### config.mk
export PLATFORM = sky130hd
export DESIGN_NAME = mc_ctrl
export DESIGN_NICKNAME = d
export VERILOG_FILES = /design/src/rtl/mc_ctrl.sv
export SDC_FILE = /design/constraint.sdc
export NUM_CORES = 1
export LEC_CHECK = 0
export ABC_AREA = 0
export ABC_CLOCK_PERIOD_IN_PS = 2500
export BUFFER_PORTS_ARGS = -buffer_cell sky130_fd_sc_hd__buf_2
export CORE_MARGIN = 5
export CORE_UTILIZATION = 52
export DETAILED_ROUTE_END_ITERATION = 10
export PLACE_DENSITY_LB_ADDON = 0.2
export SETUP_SLACK_MARGIN = 0.02
export SYNTH_ARGS = -nofsm -noshare
export SYNTH_HDL_FRONTEND = slang
export SYNTH_SLANG_ARGS = --single-unit
### constraint.sdc
create_clock -name clk -period 2.5 [get_ports clk]
set_clock_uncertainty 0.15 [all_clocks]
set_input_delay 0.25 -clock clk [delete_from_list [all_inputs] [get_ports clk]]
set_output_delay 0.25 -clock clk [all_outputs]
set_load 0.02 [all_outputs]
### src/rtl/mc_ctrl.sv
// mc_ctrl -- multi-cycle MIPS-subset control unit.
//
// Sequences FETCH -> DECODE -> execute/memory/writeback states for addu,
// subu, ori, lui, lw, sw, beq and j. Every memory access (FETCH, MEM_RD,
// MEM_WR) waits for mem_ready. If the wait lasts WAIT_MAX cycles, err is set
// and the FSM parks in HALT until rst.
//
// Build option: define MC_CTRL_ILLEGAL_TRAP_EN so that an illegal instruction
// in DECODE sets err and halts. Without it, an illegal instruction is treated
// as a NOP and DECODE returns to FETCH.
//
// Ports:
//   clk, rst        clock, asynchronous active-high reset
//   Op, Funct       instruction[31:26] / instruction[5:0]
//   Zero            ALU equality flag (used in BRANCH)
//   mem_ready       memory completes the current access this cycle
//   PCWrite, IRWrite, RegWrite, MemRead, MemWrite   strobes
//   IorD, RegDst, MemtoReg, ALUSrcA                 datapath selects
//   PCSrc[1:0], ALUSrcB[1:0], ALUOp[4:0]            multi-bit selects
//   err             sticky fault flag
//   state[3:0]      current FSM state (debug)
module mc_ctrl #(
  parameter int unsigned WAIT_MAX = 15
) (
  input  logic       clk,
  input  logic       rst,
  input  logic [5:0] Op,
  input  logic [5:0] Funct,
  input  logic       Zero,
  input  logic       mem_ready,
  output logic       PCWrite,
  output logic       IRWrite,
  output logic       RegWrite,
  output logic       MemRead,
  output logic       MemWrite,
  output logic       IorD,
  output logic       RegDst,
  output logic       MemtoReg,
  output logic       ALUSrcA,
  output logic [1:0] PCSrc,
  output logic [1:0] ALUSrcB,
  output logic [4:0] ALUOp,
  output logic       err,
  output logic [3:0] state
);

  localparam logic [3:0] S_FETCH  = 4'd0;
  localparam logic [3:0] S_DECODE = 4'd1;
  localparam logic [3:0] S_EXEC_R = 4'd2;
  localparam logic [3:0] S_EXEC_I = 4'd3;
  localparam logic [3:0] S_ADDR   = 4'd4;
  localparam logic [3:0] S_MEM_RD = 4'd5;
  localparam logic [3:0] S_MEM_WR = 4'd6;
  localparam logic [3:0] S_WB_R   = 4'd7;
  localparam logic [3:0] S_WB_MEM = 4'd8;
  localparam logic [3:0] S_BRANCH = 4'd9;
  localparam logic [3:0] S_JUMP   = 4'd10;
  localparam logic [3:0] S_HALT   = 4'd11;

  localparam logic [4:0] ALU_ADDU = 5'd0;
  localparam logic [4:0] ALU_SUBU = 5'd1;
  localparam logic [4:0] ALU_OR   = 5'd2;
  localparam logic [4:0] ALU_EQL  = 5'd3;
  localparam logic [4:0] ALU_LUI  = 5'd4;

  // wait_last is the count seen during the final allowed wait cycle;
  // a miss in that cycle is the WAIT_MAX-th and triggers the timeout.
  localparam logic [7:0] WAIT_TOP  = 8'(WAIT_MAX);
  localparam logic [7:0] WAIT_LAST = 8'(WAIT_MAX - 1);

  logic [3:0] next_state;
  logic [7:0] wait_cnt;
  logic       set_err;
  logic       in_mem;
  logic       timeout;

  logic is_rtype, is_addu, is_subu, is_ori, is_lui, is_lw, is_sw, is_beq, is_j;

  assign is_rtype = (Op == 6'b000000);
  assign is_addu  = is_rtype && (Funct == 6'b100001);
  assign is_subu  = is_rtype && (Funct == 6'b100011);
  assign is_ori   = (Op == 6'b001101);
  assign is_lui   = (Op == 6'b001111);
  assign is_lw    = (Op == 6'b100011);
  assign is_sw    = (Op == 6'b101011);
  assign is_beq   = (Op == 6'b000100);
  assign is_j     = (Op == 6'b000010);

  assign in_mem  = (state == S_FETCH) || (state == S_MEM_RD) || (state == S_MEM_WR);
  assign timeout = in_mem && !mem_ready && (wait_cnt == WAIT_LAST);

  // Next-state selection; a timeout only fires when mem_ready is low,
  // so a same-cycle completion always wins.
  always_comb begin
    next_state = state;
    set_err    = 1'b0;
    case (state)
      S_FETCH, S_MEM_RD, S_MEM_WR: begin
        if (mem_ready) begin
          if (state == S_FETCH)       next_state = S_DECODE;
          else if (state == S_MEM_RD) next_state = S_WB_MEM;
          else                        next_state = S_FETCH;
        end else if (timeout) begin
          next_state = S_HALT;
          set_err    = 1'b1;
        end
      end
      S_DECODE: begin
        if (is_addu || is_subu)    next_state = S_EXEC_R;
        else if (is_ori || is_lui) next_state = S_EXEC_I;
        else if (is_lw || is_sw)   next_state = S_ADDR;
        else if (is_beq)           next_state = S_BRANCH;
        else if (is_j)             next_state = S_JUMP;
        else begin
`ifdef MC_CTRL_ILLEGAL_TRAP_EN
          next_state = S_HALT;
          set_err    = 1'b1;
`else
          next_state = S_FETCH;
`endif
        end
      end
      S_EXEC_R, S_EXEC_I: next_state = S_WB_R;
      S_ADDR:             next_state = is_lw ? S_MEM_RD : S_MEM_WR;
      S_WB_R, S_WB_MEM, S_BRANCH, S_JUMP: next_state = S_FETCH;
      S_HALT:             next_state = S_HALT;
      default:            next_state = S_FETCH;
    endcase
  end

  // State, sticky error and wait counter. The counter restarts on every
  // state change, so it is zero on entry to each memory state.
  always_ff @(posedge clk or posedge rst) begin
    if (rst) begin
      state    <= S_FETCH;
      wait_cnt <= 8'd0;
      err      <= 1'b0;
    end else begin
      state <= next_state;
      if (set_err) err <= 1'b1;
      if (next_state != state)
        wait_cnt <= 8'd0;
      else if (in_mem && !mem_ready && (wait_cnt != WAIT_TOP))
        wait_cnt <= wait_cnt + 8'd1;
    end
  end

  // Output decode from the current state (plus mem_ready in FETCH and
  // Zero in BRANCH). Write strobes are suppressed while rst is held so an
  // aborted access cannot commit anything.
  always_comb begin
    PCWrite  = 1'b0;
    IRWrite  = 1'b0;
    RegWrite = 1'b0;
    MemRead  = 1'b0;
    MemWrite = 1'b0;
    IorD     = 1'b0;
    RegDst   = 1'b0;
    MemtoReg = 1'b0;
    ALUSrcA  = 1'b0;
    PCSrc    = 2'b00;
    ALUSrcB  = 2'b00;
    ALUOp    = ALU_ADDU;
    case (state)
      S_FETCH: begin
        MemRead = 1'b1;
        ALUSrcB = 2'b01;
        IRWrite = mem_ready;
        PCWrite = mem_ready;
      end
      S_EXEC_R: begin
        ALUSrcA = 1'b1;
        ALUOp   = is_subu ? ALU_SUBU : ALU_ADDU;
      end
      S_EXEC_I: begin
        ALUSrcA = 1'b1;
        if (is_lui) begin
          ALUSrcB = 2'b10;
          ALUOp   = ALU_LUI;
        end else begin
          ALUSrcB = 2'b11;
          ALUOp   = ALU_OR;
        end
      end
      S_WB_R: begin
        RegWrite = 1'b1;
        RegDst   = is_rtype;
      end
      S_ADDR: begin
        ALUSrcA = 1'b1;
        ALUSrcB = 2'b10;
      end
      S_MEM_RD: begin
        IorD    = 1'b1;
        MemRead = 1'b1;
      end
      S_MEM_WR: begin
        IorD     = 1'b1;
        MemWrite = 1'b1;
      end
      S_WB_MEM: begin
        RegWrite = 1'b1;
        MemtoReg = 1'b1;
      end
      S_BRANCH: begin
        ALUSrcA = 1'b1;
        ALUOp   = ALU_EQL;
        PCSrc   = 2'b01;
        PCWrite = Zero;
      end
      S_JUMP: begin
        PCSrc   = 2'b10;
        PCWrite = 1'b1;
      end
      default: ;
    endcase
    if (rst) begin
      PCWrite  = 1'b0;
      IRWrite  = 1'b0;
      RegWrite = 1'b0;
      MemWrite = 1'b0;
    end
  end

endmodule

==> flow_metrics.tcl <==
set metrics [dict create \
    n_fill_cell 222 \
    place_congestion 0.9124 \
    busiest_layer "met2" \
    synthTopCellsByArea "dfrtp_1, nor2_1, nor3_1, nand2_1, xor2_1" \
    reg2reg_slack_ns 0.24 \
    ir_drop_mv 0.7120 \
    grt_pass1_vias 1181 \
    fin_crit_ns 2.308 \
    min_from "Op[4]" \
    synth_cell_types 57 \
    ys_top_cells_by_count "nor2_1, dfrtp_1, nand2_1" \
    rows 18 \
    p_leak_nw 0.7327 \
    synth_top_area_frac 0.2405 \
    worst_slew_pin_slew_ns 0.5043 \
    post-route-util 0.6540 \
    n_antenna_cell 0 \
    grt_max_degree 19 \
    clock_path_buffers 2 \
    power_mw 1.686 \
    finalHoldViolCount 0 \
    relSlewSlack 0.6592 \
    synth-async-reset-ratio 1.000 \
    antenna_found_initial 0 \
    finalSetupViolations 0 \
    insertion_delay_ns 0.27 \
    ios 39 \
    dieArea_um2 3721 \
    postCtsSetupBuffers 0 \
    ys_seq_elements 13 \
    viasPerCell 5.745 \
    critPathKind "register to output port" \
    rsz0062_at_grt "false" \
    crit_arrival_ns 1.91 \
    fp.dieH_um 61 \
    synthFlopType "dfrtp_1" \
    grt_util_all_layers 0.1978 \
    yosysTopAreaCell "dfrtp_1" \
    sw_frac_of_total 0.5200 \
    hold_path_end "state[3]$_DFF_PP0_" \
    cp-start-kind "register" \
    maxCapViolations 0 \
    synth_edf_count 0 \
    use_met1 0.2798 \
    rr_endpoint "wait_cnt[1]$_DFFE_PP0P_" \
    synth_area_per_cell_um2 8.298 \
    wire_per_inst_um 13.82 \
    status "complete, no violations" \
    slew_viol_final 0 \
    max_freq_mhz 433.3 \
    critical_path_peak_fanout 12 \
    drcViolationCount 0 \
    dieWidth_um 61 \
    met2_usage 0.3084 \
    worstHoldPathCells 3 \
    port_buffers 36 \
    ant_nets 0 \
    core_area_um2 2477 \
    cts_tree "built" \
    routed-via-count 1350 \
    p_int_mw 0.8091 \
    clock_power_share 0.073 \
    clock-root-buffer "clkbuf_4" \
    layout_worst_path_cycle_share 0.9231 \
    rr_startpoint "state[1]$_DFF_PP0_" \
    cp_data_required_time_ns 2.10 \
    yosysSeqAreaShare 0.2405 \
    setup_tns_ns 0 \
    drt-total-wl_mm 3.248 \
    critPathCaptureType "output port" \
    start_util 0.5460 \
    placed_cell_area_um2 1582 \
    power.density_nw_per_um2 1040 \
    overflow 0 \
    hp-class "input port to register" \
    netlist_instances 163 \
    dp_hpwl_mm 2.689 \
    r2r_cells 6 \
    cts_buffers 3 \
    nNetsFinal 224 \
    finalInstanceArea_um2 1620 \
    cts_sinks 13 \
    drive_above_1_share 0.3415 \
    syn_to_final_growth_pct 19.80 \
    first_pass_iters 4 \
    grt.met3_usage 0.04681 \
    synth_warnings 0 \
    p_comb_frac 0.714 \
    cts.reportedPaths.clkPinSlew_ns 0.07 \
    drt-initial-drc-count 63 \
    power.switching_mw 0.8767 \
    h-tree-depth 1 \
    netlist_area_um2 1353 \
    yosysMostFrequentCell "nor2_1" \
    p_seq_frac 0.213 \
    grt_pass1_wl_mm 5.513 \
]
==> worst max-delay path, stage by stage (launching register included) <==
cell and delay (ns):
dfrtp_1 0.62, buf_4 0.23, nand2b_1 0.14, inv_1 0.10
nand4_1 0.10, nor3_1 0.15, a21oi_1 0.06, nor2_1 0.08
buf_2 0.16
==> kinds of logic (layout without fill, tap and decap cells) <==
family | count (synthesis) | in the layout | share of synthesized area
compound gates | 35 | 35 | 0.2340
xor+xnor | 9 | 9 | 0.05828
fa+ha+maj | 3 | 3 | 0.02682
buf+inv | 18 | 59 | 0.07493
flops | 13 | 13 | 0.2405
mux | 1 | 1 | 0.008325
other cells | 1 | 2 | 0.002773
simple gates | 83 | 83 | 0.3543
==> metal layers <==
| layer | vias up | wire length, um |
|---|---|---|
| li1 | 674 | - |
| met1 | 632 | 1531 |
| met2 | 39 | 1508 |
| met3 | 5 | 186 |
| met4 | 0 | 21 |
| met5 | - | 0 |
==> sequential cells by signal (all words and copies together), names as in the netlist <==
| name | flops |
|---|---|
| wait_cnt | 8 |
| state | 4 |
| err | 1 |
==> placed cells by master (no fill, tap or decap), drive strengths merged, types with 5 or more instances in the layout <==
| cell | synthesis | final |
|---|---|---|
| dfrtp | 13 | 13 |
| xor2 | 5 | 5 |
| nor2 | 24 | 24 |
| a21oi | 8 | 8 |
| buf | 9 | 47 |
| inv | 7 | 7 |
| o21ai | 5 | 5 |
| and2 | 5 | 5 |
| nor3 | 9 | 9 |
| nand2 | 12 | 12 |
==> power by group through the flow <==
stage,sequential [mW],clock [mW],combinational [mW]
finish,0.359,0.123,1.20
global route,0.372,0.140,1.31
CTS,0.357,0.130,1.21
detailed placement,0.361,0,1.20
global placement,0.354,0,1.18
floorplan,0.329,0,0.932
==> cell type report <==
class	count	area [um^2]	area share
Multi-Input combinational cell	133	929.6	0.5737
Clock buffer	4	26.28	0.01622
Tap cell	30	37.54	0.02317
Inverter	7	26.28	0.01622
Sequential cell	13	327.8	0.2023
Timing Repair Buffer	48	272.8	0.1683
==> per-stage QoR <==
step                      hold slack [ns]  setup slack (ns)  instances
after global placement             0.1336            0.1863        230
final                              0.2549            0.1923        235
after floorplan                  -0.01772            0.3220        164
after CTS                          0.2465            0.1333        235
after global routing               0.2572           0.04249        235
after detailed placement           0.1384            0.1705        230
==> worst max-delay path by stage <==
| stage | startpoint | endpoint | cells after the start |
|---|---|---|---|
| 3_3_place_gp | state[3]$_DFF_PP0_ | wait_cnt[1]$_DFFE_PP0P_ | 6 |
| 5_1_grt | state[1]$_DFF_PP0_ | ALUOp[0] | 8 |
| 4_1_cts | state[0]$_DFF_PP0_ | wait_cnt[1]$_DFFE_PP0P_ | 6 |
| 3_5_place_dp | state[0]$_DFF_PP0_ | wait_cnt[1]$_DFFE_PP0P_ | 6 |
| 6_report | state[1]$_DFF_PP0_ | ALUOp[0] | 8 |
| 2_1_floorplan | state[3]$_DFF_PP0_ | RegWrite | 6 |
==> timing repair <==
| action | in CTS | in global routing |
|---|---|---|
| hold buffers | 1 | 0 |
| hold endpoints to repair | 13 | 0 |
| resized for setup | 0 | 2 |
| setup endpoints to repair | 0 | 1 |
Power figures use the tool's default switching activity.
